[src/rtl/tdc_pkg.sv]
// Shared definitions for the TDC thermometer decoder: defaults, fine-code width
// helper and the timestamp word layout.
package tdc_pkg;

  localparam int DEFAULT_NFF = 32;
  localparam int DEFAULT_CW  = 16;

  // Fine code must hold every ones-count from 0 up to and including NFF.
  function automatic int fine_width(input int nff);
    return $clog2(nff + 1);
  endfunction

  localparam int DEFAULT_FW = fine_width(DEFAULT_NFF);

  typedef struct packed {
    logic [DEFAULT_CW-1:0] coarse;
    logic [DEFAULT_FW-1:0] fine;
  } ts_t;

endpackage

[src/rtl/tdc_popcount.sv]
// Registered ones-counter for the thermometer snapshot (pipeline stage S2).
// Balanced adder tree over the taps, padded up to a power of two.
module tdc_popcount
  import tdc_pkg::*;
#(
  parameter int  NFF = DEFAULT_NFF,
  localparam int FW  = fine_width(NFF)
) (
  input  logic           clk,
  input  logic           rst,
  input  logic           in_valid,
  input  logic [NFF-1:0] din,
  output logic           out_valid,
  output logic [FW-1:0]  count
);

  localparam int LEAVES = 1 << $clog2(NFF);

  // Heap-ordered tree: node 0 is the root, leaves start at LEAVES-1.
  function automatic logic [FW-1:0] tree_sum(input logic [NFF-1:0] v);
    logic [FW-1:0] node [2*LEAVES-1];
    for (int i = 0; i < LEAVES; i++) begin
      if (i < NFF) node[LEAVES-1+i] = FW'(v[i]);
      else         node[LEAVES-1+i] = '0;
    end
    for (int i = LEAVES - 2; i >= 0; i--) begin
      node[i] = node[2*i+1] + node[2*i+2];
    end
    return node[0];
  endfunction

  always_ff @(posedge clk or posedge rst) begin
    if (rst) begin
      out_valid <= 1'b0;
      count     <= '0;
    end else begin
      out_valid <= in_valid;
      count     <= tree_sum(din);
    end
  end

endmodule

[src/rtl/tdc_therm_decoder.sv]
// Converts registered delay-line thermometer snapshots into {coarse, fine}
// timestamps on a valid/ready port. Optional bubble filter: TDC_BUBBLE_FILTER_EN.
module tdc_therm_decoder
  import tdc_pkg::*;
#(
  parameter int  NFF = DEFAULT_NFF,
  parameter int  CW  = DEFAULT_CW,
  localparam int FW  = fine_width(NFF)
) (
  input  logic           clk,
  input  logic           rst,
  input  logic [NFF-1:0] therm_in,
  output logic           ts_valid,
  input  logic           ts_ready,
  output logic [FW-1:0]  ts_fine,
  output logic [CW-1:0]  ts_coarse,
  output logic           ovf
);

  // Same layout as tdc_pkg::ts_t, sized by this instance's parameters.
  typedef struct packed {
    logic [CW-1:0] coarse;
    logic [FW-1:0] fine;
  } ts_word_t;

  logic [CW-1:0]  coarse;
  logic           prev0;
  logic           hit;
  logic [NFF-1:0] filt;

  logic           s1_v;
  logic [NFF-1:0] s1_therm;
  logic [CW-1:0]  s1_coarse;

  logic           s2_v;
  logic [FW-1:0]  s2_fine;
  logic [CW-1:0]  s2_coarse;

  logic           out_valid;
  ts_word_t       out_q;
  logic           load;
  logic           drop;

`ifdef TDC_BUBBLE_FILTER_EN
  // Pad with a virtual 1 below tap 0 and a virtual 0 above the last tap.
  logic [NFF+1:0] ext;
  assign ext = {1'b0, therm_in, 1'b1};

  always_comb begin
    filt = '0;
    for (int k = 0; k < NFF; k++) begin
      filt[k] = (ext[k] & ext[k+1]) | (ext[k] & ext[k+2]) | (ext[k+1] & ext[k+2]);
    end
  end
`else
  assign filt = therm_in;
`endif

  always_ff @(posedge clk or posedge rst) begin
    if (rst) coarse <= '0;
    else     coarse <= coarse + 1'b1;
  end

  // Edge detect on the raw first tap so a long pulse counts once.
  assign hit = therm_in[0] & ~prev0;

  always_ff @(posedge clk or posedge rst) begin
    if (rst) begin
      prev0     <= 1'b0;
      s1_v      <= 1'b0;
      s1_therm  <= '0;
      s1_coarse <= '0;
    end else begin
      prev0 <= therm_in[0];
      s1_v  <= hit;
      if (hit) begin
        s1_therm  <= filt;
        s1_coarse <= coarse;
      end
    end
  end

  tdc_popcount #(
    .NFF(NFF)
  ) u_popcount (
    .clk      (clk),
    .rst      (rst),
    .in_valid (s1_v),
    .din      (s1_therm),
    .out_valid(s2_v),
    .count    (s2_fine)
  );

  always_ff @(posedge clk or posedge rst) begin
    if (rst) s2_coarse <= '0;
    else     s2_coarse <= s1_coarse;
  end

  // S1/S2 never stall; a stage-2 result that finds the output occupied is lost.
  assign load = s2_v & (~out_valid | ts_ready);
  assign drop = s2_v & out_valid & ~ts_ready;

  always_ff @(posedge clk or posedge rst) begin
    if (rst) begin
      out_valid <= 1'b0;
      out_q     <= '0;
      ovf       <= 1'b0;
    end else begin
      if (load) begin
        out_valid    <= 1'b1;
        out_q.coarse <= s2_coarse;
        out_q.fine   <= s2_fine;
      end else if (ts_ready) begin
        out_valid <= 1'b0;
      end
      if (drop) ovf <= 1'b1;
    end
  end

  assign ts_valid  = out_valid;
  assign ts_fine   = out_q.fine;
  assign ts_coarse = out_q.coarse;

endmodule

[config.mk]
export PLATFORM = sky130hd
export DESIGN_NAME = tdc_therm_decoder
export DESIGN_NICKNAME = d
export VERILOG_FILES = /design/src/rtl/tdc_pkg.sv /design/src/rtl/tdc_popcount.sv /design/src/rtl/tdc_therm_decoder.sv
export SDC_FILE = /design/constraint.sdc
export NUM_CORES = 1
export LEC_CHECK = 0
export CAP_MARGIN = 20
export CORE_ASPECT_RATIO = 1.75
export CORE_MARGIN = 4
export CORE_UTILIZATION = 25
export CTS_CLUSTER_DIAMETER = 40
export DETAILED_ROUTE_END_ITERATION = 12
export GPL_ROUTABILITY_DRIVEN = 0
export GPL_TIMING_DRIVEN = 0
export PLACE_DENSITY = 0.4
export SLEW_MARGIN = 20
export SYNTH_ARGS = -nofsm -noshare
export SYNTH_HDL_FRONTEND = slang
export SYNTH_SLANG_ARGS = --single-unit
[constraint.sdc]
create_clock -name clk -period 5.26 [get_ports clk]
set_input_delay 1.578 -clock clk [delete_from_list [all_inputs] [get_ports clk]]
set_output_delay 1.578 -clock clk [all_outputs]
set_load 0.02 [all_outputs]
==> results of run 1 <==
-- layout make-up --
class	instances	area share (%)
repair buffers	59	9.277
clock inverters	12	1.412
flip-flops and latches	113	43.14
inverters	60	3.512
well taps	245	4.676
multi-input cells	173	30.56
clock buffers	20	6.814
plain buffers	7	0.6108
-- sequential cells by signal (all words and copies together) (netlist names), 6 cells and up --
signal	count
ts_fine	6
s2_coarse	16
u_popcount.count	6
ts_coarse	16
s1_coarse	16
coarse	16
s1_therm	32
-- metal layers --
metal	track usage (%)	vias up	routed length, µm
li1	-	1292	-
met1	10.29	1463	3594
met2	18.47	38	5940
met3	2.796	7	337
met4	3.871	0	190
met5	0	-	0
-- worst max-delay path: cells and delay by family (launching register included) --
family	cells	cell delay (ns)
DFF	1	0.38
adders and majority gates	8	3.40
AOI/OAI and AO/OA	2	0.36
buffers and inverters	2	0.11
-- final timing paths --
check                                   from                    to  cells after the start  slack (ns)
worst max-delay path            s1_therm[17]   u_popcount.count[5]                     12        0.89
worst min-delay path                    s1_v  u_popcount.out_valid                      0        0.35
worst max register to register  s1_therm[17]   u_popcount.count[5]                     12        0.89
worst min register to register          s1_v  u_popcount.out_valid                      0        0.35
max in group asynchronous                rst   u_popcount.count[0]                      3        2.99
min in group asynchronous                rst          ts_coarse[0]                      2        1.57
-- layout by cell type (no fill, tap or decap), drive strengths merged --
cell type and n:
or2 1, clkinvlp 3, a21o 3, nand2 5, nor2 4, bufinv 1
nor4 4, xor2 11, nor2b 1, nor3 4, ha 25, buf 8
clkbuf 20, a21oi 2, inv 60, dfrtp 113, nand2b 1, nand3 4
mux2 69, nand4 5, o21bai 1, xnor2 7, clkdlybuf4s50 58, clkinv 8
fa 26
-- power by group --
| part | internal, µW | total, µW | switching, µW |
|---|---|---|---|
| Combinational | 993 | 2060 | 1070 |
| Sequential | 1020 | 1060 | 41.4 |
| Clock | 652 | 1040 | 385 |
| Total | 2670 | 4170 | 1500 |
-- per-stage QoR --
stage / util, % / setup WS [ns] / setup TNS [ns]
CTS: 32.92 / 0.8075 / 0
detailed placement: 30.22 / 0.8167 / 0
global route: 32.92 / 0.6937 / 0
global placement: 30.05 / -1.177 / -131.42
finish: 32.92 / 0.8926 / 0
floorplan: - / 0.6946 / 0
-- logic make-up (layout without fill, tap and decap cells) --
| group | Yosys count | after routing | share of synthesized area, % |
|---|---|---|---|
| compound gates | 6 | 6 | 0.7857 |
| xor+xnor | 18 | 18 | 3.094 |
| fa+ha+maj | 51 | 51 | 16.35 |
| buf+inv | 67 | 158 | 5.205 |
| flops | 113 | 113 | 55.49 |
| mux | 69 | 69 | 15.25 |
| simple gates | 29 | 29 | 3.830 |
==> run summary, run 1 <==
status - complete, no violations
Detail Route Antenna Nets - 0
kind of critical path - flop to flop
critical path's largest stage delay - 0.57 ns
area grow syn2layout - 28.63%
Crit. End Element - flop
top_reg_cell synth - dfrtp_1
DRT iter0 DRCs - 60
Final Cell Area - 6555 µm²
DRT Pass-1 Iters - 4
most frequent cell after synthesis - dfrtp_1
via count - 2800
Fin Hold WS - 0.3451 ns
die area - 22820 µm²
area share of the largest cell type after synthesis - 55.49%
yosys warns - 0
first-pass GRT wire length - 17.10 mm
Vias/cell - 4.064
placed cell count - 657
fin crit share - 83.03%
critical path startpoint category - flop
Crit-path slowest cell - fa_1
filler instances - 2030
Arr. time, crit path - 4.66 ns
Hold Path Class - flop to flop
post-detail-place hpwl - 7.600 mm
Setup violations, final - 0
CTS H-tree depth - 4
CTS Buf Count - 17
sequential cell area fraction in the yosys report - 55.49%
clk_skew - 0.007269 ns
Layout Nets - 517
Hold Vio Cnt, Final - 0
Max Clk Rate - 229.0 MHz
top cells by area, synth - dfrtp_1, mux2_2, fa_1
clock sink count - 113
post-CTS setup buffer count - 0
Die Span Y - 196.9 µm
vias in the first global route - 3354
Antenna Cells - 0
Post-Route WL - 10.06 mm
Sequential Area - 2828 µm²
CTS Buffer Depth - 2
Die Wd - 115.9 µm
Max-Slew Margin vs Limit - 71.54%
syn_nets - 439
final std cells w/o fill - 689
post-synthesis average cell area - 14.44 µm²
routed len/inst - 14.61 µm
core area - 19910 µm²
EDFF count, synth - 0
unrepaired setup endpoints after global routing - no
Final min period - 4.367 ns
share of layout cells above drive strength 1 - 23.42%
CTS resizes - 0
Clock Latency Late Sink - 0.41 ns
Total Routing Usage GR - 9.933%
asr flop ratio synth - 100.0%
Leakage - 0.003109 µW
worst vdd ir - 0.4814 mV
Cell Area, Placed - 6016 µm²
CTS tree - done
largest net degree at the start of global routing - 70
port bufs - 58
Mapped Cells - 353
Slew Viols, Final - 0
most frequent cells after synthesis - dfrtp_1, inv_1, mux2_2, fa_1, ha_1
Yosys cell types - 24
Worst-Margin Slew - 0.4269 ns
Tot Pwr - 4167 µW
hold_buf cts - 0
largest area contributor in the netlist - dfrtp_1
total I/O pin count - 59
Max-cap violations - 0
post-synthesis sequential element count - 113
area of the multi-input gates - 2003 µm²
CTS Root Cell - clkbuf_16
P per Cell Area - 635.8 nW/µm²
initial antenna violation count - 0
grt ovf - 0
Worst-path clk slew - 0.05 ns
DRC - 0
crit-path most repeated cell - fa_1
Starting Density - 25.60%
Site Rows - 68
worst path cell trace - ha_1 > inv_1 > fa_1 > inv_1 > fa_1 > fa_1 > fa_1 > fa_1 > ha_1 > fa_1 > a21o_1 > a21o_1
Critical Path RT - 5.55 ns
Critical Path Fanout Max - 2
Mapped Area - 5096 µm²
(Power assumes the default switching activity.)
==> inputs of run 2 (changes only) <==
- PLACE_DENSITY: 0.4 -> 0.41
- clock period: 5.26 -> 3.8 ns (I/O delays scaled with it)
==> run 2 against run 1 <==
Effect of this change:
- the run now ends with negative setup slack left
- hold slack gained 0.0083 ns
- utilization up 1.2 points
- largest power group unchanged
- critical path type unchanged
- largest cell class unchanged
- global-route usage rose by 0.29 points
==> run summary, run 2 (same netlist as run 1, synthesis figures left out) <==
Max Clk Rate - 241.6 MHz
RR Startpoint - s1_therm[16]
area grow syn2layout - 33.12%
Crit. End Element - flop
Hold Path Stages - 0
worst vdd ir - 0.8409 mV
Worst-Margin Slew - 0.6349 ns
CP delay by family, top - adder cells
Die Wd - 115.9 µm
status - finished with violations
Crit-path slowest cell - fa_2
Crit path buffers/inverters - 2
largest net degree at the start of global routing - 35
Site Rows - 68
Worst R2R Path Depth - 12
die area - 22820 µm²
post-detail-place hpwl - 7.730 mm
clock sink count - 113
Max-cap violations - 0
Worst-path clk slew - 0.05 ns
Reg2Reg Setup Slack - -0.34 ns
Detail Route Antenna Nets - 0
Pint - 4228 µW
Total Routing Usage GR - 10.22%
CTS Root Cell - clkbuf_16
Arr. time, crit path - 4.43 ns
critical path's largest stage delay - 0.58 ns
initial antenna violation count - 0
worst path cell trace - ha_1 > inv_2 > fa_2 > inv_2 > fa_2 > fa_1 > fa_1 > fa_1 > ha_2 > fa_2 > a21o_1 > a21o_1
Setup violations, final - 4
kind of critical path - flop to flop
routed len/inst - 14.59 µm
Post-Route WL - 10.17 mm
Clock power frac - 26.2%
Clock Latency Late Sink - 0.41 ns
critical path startpoint category - flop
total I/O pin count - 59
CTS Buffer Depth - 2
Leakage - 0.003170 µW
Critical Path Fanout Max - 2
Hold Vio Cnt, Final - 0
filler instances - 2031
NetSw - 2216 µW
CTS tree - done
Final WS setup - -0.3382 ns
first-pass GRT wire length - 17.33 mm
Sw Ratio - 34.39%
P per Cell Area - 949.9 nW/µm²
clk_skew - 0.007822 ns
Max-Slew Margin vs Limit - 57.59%
Final min period - 4.138 ns
unrepaired setup endpoints after global routing - yes
CTS Buf Count - 17
DRT Pass-1 Iters - 2
Hold Path Class - flop to flop
worst r2r dst - u_popcount.count[5]
core area - 19910 µm²
fin crit share - 108.9%
via count - 2822
Layout Nets - 525
Critical Path RT - 4.09 ns
share of layout cells above drive strength 1 - 30.75%
CTS H-tree depth - 4
vias in the first global route - 3353
grt ovf - 0
most frequent cells in the layout - dfrtp_1, mux2_2, clkdlybuf4s50_1, inv_1, ha_1
Reg power frac - 22.9%
Starting Density - 25.60%
Slew Viols, Final - 0
Antenna Cells - 0
DRT iter0 DRCs - 55
Largest Register - s1_therm
Fin Hold WS - 0.3534 ns
Die Span Y - 196.9 µm
Vias/cell - 4.049
Tot Pwr - 6444 µW
Worst Hold Launch - s1_v
total negative slack - -0.9013 ns
Final Cell Area - 6784 µm²
Cell Area, Placed - 6062 µm²
DRC - 0
hold_buf cts - 0
port bufs - 58
failing checks - negative setup slack
Comb pwr share - 50.9%
commonest non-fill, non-tap cell in the layout - dfrtp_1
WHS Endpoint - u_popcount.out_valid
Largest register FFs - 32
## run 2: area by class of cell
class	instances	area [µm²]	share of cell area (%)
inverters	60	229.0	3.375
multi-input cells	173	2064	30.43
well taps	245	306.5	4.519
repair buffers	67	685.7	10.11
clock inverters	10	156.4	2.305
clock buffers	22	474.2	6.990
flip-flops and latches	113	2828	41.68
plain buffers	7	40.04	0.5902
## run 2: per-stage QoR
stage                     setup WS [ns]  cells  utilization (%)
after global routing            -0.4689    697            34.07
after global placement          -0.4176    656            30.15
after CTS                       -0.3819    694            33.87
after detailed placement        -0.4240    659            30.45
after floorplan                 -0.2407    353                -
final                           -0.3382    697            34.07
## run 2: worst max path at each step
stage	startpoint	endpoint	slack (ns)	cells after the start
after global placement	s1_therm[16]	u_popcount.count[5]	-0.42	12
after detailed placement	s1_therm[16]	u_popcount.count[5]	-0.42	12
after floorplan	s1_therm[25]	u_popcount.count[5]	-0.24	12
after CTS	s1_therm[16]	u_popcount.count[5]	-0.38	14
final	s1_therm[16]	u_popcount.count[5]	-0.34	12
after global routing	s1_therm[16]	u_popcount.count[5]	-0.47	12
## run 2: timing repair
item / 4_1_cts / 5_1_grt
gates resized for setup: 13 / 6
setup endpoints to repair: 4 / 4
pin swaps: 8 / 10
setup buffers: 3 / 3
## run 2: power by group through the flow
stage	Sequential, µW	Combinational, µW	Clock, µW
CTS	1480	3360	1740
finish	1480	3280	1690
global route	1490	3830	1810
global placement	1500	3020	0
floorplan	1540	2260	0
detailed placement	1500	3070	0
## run 2: worst register-to-register path, cell delays in order (launching register included)
cell,delay (ns)
dfrtp_1,0.38
ha_1,0.29
inv_2,0.04
fa_2,0.58
inv_2,0.04
fa_2,0.36
fa_1,0.49
fa_1,0.54
fa_1,0.42
ha_2,0.20
fa_2,0.34
a21o_1,0.18
a21o_1,0.17
## run 2: metal layers
layer / vias up / GRT usage [%] / wire, µm
li1: 1312 / - / -
met1: 1453 / 10.39 / 3701
met2: 39 / 18.60 / 5849
met3: 18 / 3.287 / 377
met4: 0 / 4.645 / 243
met5: - / 0 / 0
==> inputs of run 3 (changes only) <==
- ABC_CLOCK_PERIOD_IN_PS: not set -> 4400
- PLACE_DENSITY: 0.41 -> 0.4
- clock period: 3.8 -> 4.4 ns (I/O delays scaled with it)
==> run 3 against run 2 <==
Effect of this change:
- routed wire length down 1.0%
- largest cell class unchanged
- sequential share of layout area up 1.4 points
- non-clock buffer count down 8
- the flow now finishes without violations
- via count down 0.96%
- critical path type unchanged
- fmax down 2.0%
- clock skew down 0.00058 ns
- first-iteration DRC count down 11%
- total power down 21%
- register-to-register slack better by 0.52 ns
==> run summary, run 3 (same netlist as run 1, synthesis figures left out) <==
Final WS setup - 0.1788 ns
grt ovf - 0
Reg power frac - 25.0%
Largest register FFs - 32
kind of critical path - flop to flop
worst vdd ir - 0.6154 mV
DRT iter0 DRCs - 49
Final min period - 4.221 ns
first-pass GRT wire length - 17.10 mm
Max-cap violations - 0
Crit. End Element - flop
Arr. time, crit path - 4.51 ns
Max Clk Rate - 236.9 MHz
Crit path buffers/inverters - 0
Critical Path RT - 4.69 ns
Hold Vio Cnt, Final - 0
Leakage - 0.003104 µW
CTS H-tree depth - 4
CTS Buf Count - 17
Max-Slew Margin vs Limit - 71.52%
fin crit share - 95.94%
Starting Density - 25.60%
initial antenna violation count - 0
Crit-path slowest cell - fa_2
crit-path most repeated cell - fa_1
P per Cell Area - 775.9 nW/µm²
critical path startpoint category - flop
DRC - 0
Hold Path Class - flop to flop
Worst-path clk slew - 0.05 ns
filler instances - 2029
core area - 19910 µm²
routed len/inst - 14.61 µm
area of the multi-input gates - 2017 µm²
Slew Viols, Final - 0
most frequent cells in the layout - dfrtp_1, inv_1, mux2_2, clkdlybuf4s50_1, ha_1
largest net degree at the start of global routing - 70
CTS Root Cell - clkbuf_16
Vias/cell - 4.057
clk_skew - 0.007243 ns
CTS tree - done
DRT Pass-1 Iters - 4
Antenna Cells - 0
status - complete, no violations
Layout Nets - 517
NetSw - 1846 µW
unrepaired setup endpoints after global routing - no
Worst-Margin Slew - 0.4272 ns
Setup violations, final - 0
Sw Ratio - 36.22%
Tot Pwr - 5097 µW
Clock power frac - 24.4%
port bufs - 58
Post-Route WL - 10.07 mm
total I/O pin count - 59
Detail Route Antenna Nets - 0
dpl ws - -0.04326 ns
Die Wd - 115.9 µm
CTS Buffer Depth - 2
vias in the first global route - 3354
Comb pwr share - 50.7%
Largest Register - s1_therm
share of layout cells above drive strength 1 - 24.55%
Critical Path Fanout Max - 2
Clock Latency Late Sink - 0.41 ns
Total Routing Usage GR - 9.933%
clock sink count - 113
critical path's largest stage delay - 0.60 ns
worst path cell trace - ha_1 > fa_1 > fa_2 > fa_1 > fa_1 > fa_1 > ha_2 > fa_2 > a21o_1 > a21o_1
area grow syn2layout - 28.90%
Sequential Area - 2828 µm²
CP delay by family, top - adder cells
post-detail-place hpwl - 7.600 mm
Pint - 3251 µW
via count - 2795
Die Span Y - 196.9 µm
commonest non-fill, non-tap cell in the layout - dfrtp_1
die area - 22820 µm²
Core Util, Final - 32.99%
Site Rows - 68
-- run 3: changes by cell type in the layout (fill, tap and decap cells not counted), sizes merged --
cell,before,now
clkinv,5,8
clkbuf,22,20
bufinv,4,1
clkinvlp,2,3
buf,16,8
inv,59,60
-- run 3: timing repair --
action / in CTS / in global routing
endpoints found under the setup margin: 1 / 2
hold buffers: 0 / 0
resized for setup: 3 / 2
pin swaps: 0 / 4
buffers inserted: 0 / 0
-- run 3: layout make-up --
class | instances | area share [%]
tap | 245 | 4.667
multi-input combinational | 173 | 30.70
timing repair buffer | 59 | 9.257
clock buffer | 20 | 6.800
buffer | 7 | 0.6095
clock inverter | 12 | 1.410
sequential | 113 | 43.05
inverter | 60 | 3.505
-- run 3: final timing paths --
path / start / slack [ns] / endpoint / cells after the start
worst max-delay path: s1_therm[24] / 0.18 / u_popcount.count[5] / 10
worst min-delay path: s1_v / 0.35 / u_popcount.out_valid / 0
worst max register to register: s1_therm[24] / 0.18 / u_popcount.count[5] / 10
worst min register to register: s1_v / 0.35 / u_popcount.out_valid / 0
max in group asynchronous: rst / 2.40 / u_popcount.count[0] / 3
min in group asynchronous: rst / 1.31 / ts_coarse[0] / 2
-- run 3: metrics by stage --
step	hold slack [ns]	instance area [µm²]	setup TNS, ns	instances
floorplan	0.3312	5096	0	353
global placement	0.3334	5983	-199.47	656
finish	0.3465	6569	0	689
global route	0.3660	6569	0	689
CTS	0.3480	6563	0	689
detailed placement	0.3356	6016	-0.04326	657
-- run 3: power by group through the flow --
stage / logic, µW / registers (µW) / clock network (µW)
floorplan: 1900 / 1330 / 0
CTS: 2640 / 1280 / 1290
detailed placement: 2600 / 1290 / 0
global route: 3140 / 1290 / 1340
global placement: 2570 / 1290 / 0
finish: 2580 / 1270 / 1240
-- run 3: metal layers --
| layer | up-vias | share of wire, % | GRT usage, % |
|---|---|---|---|
| met3 | 7 | 3.2 | 2.796 |
| met4 | 0 | 1.9 | 3.871 |
| met1 | 1461 | 36 | 10.29 |
| li1 | 1291 | - | - |
| met2 | 36 | 59 | 18.47 |
| met5 | - | 0 | 0 |
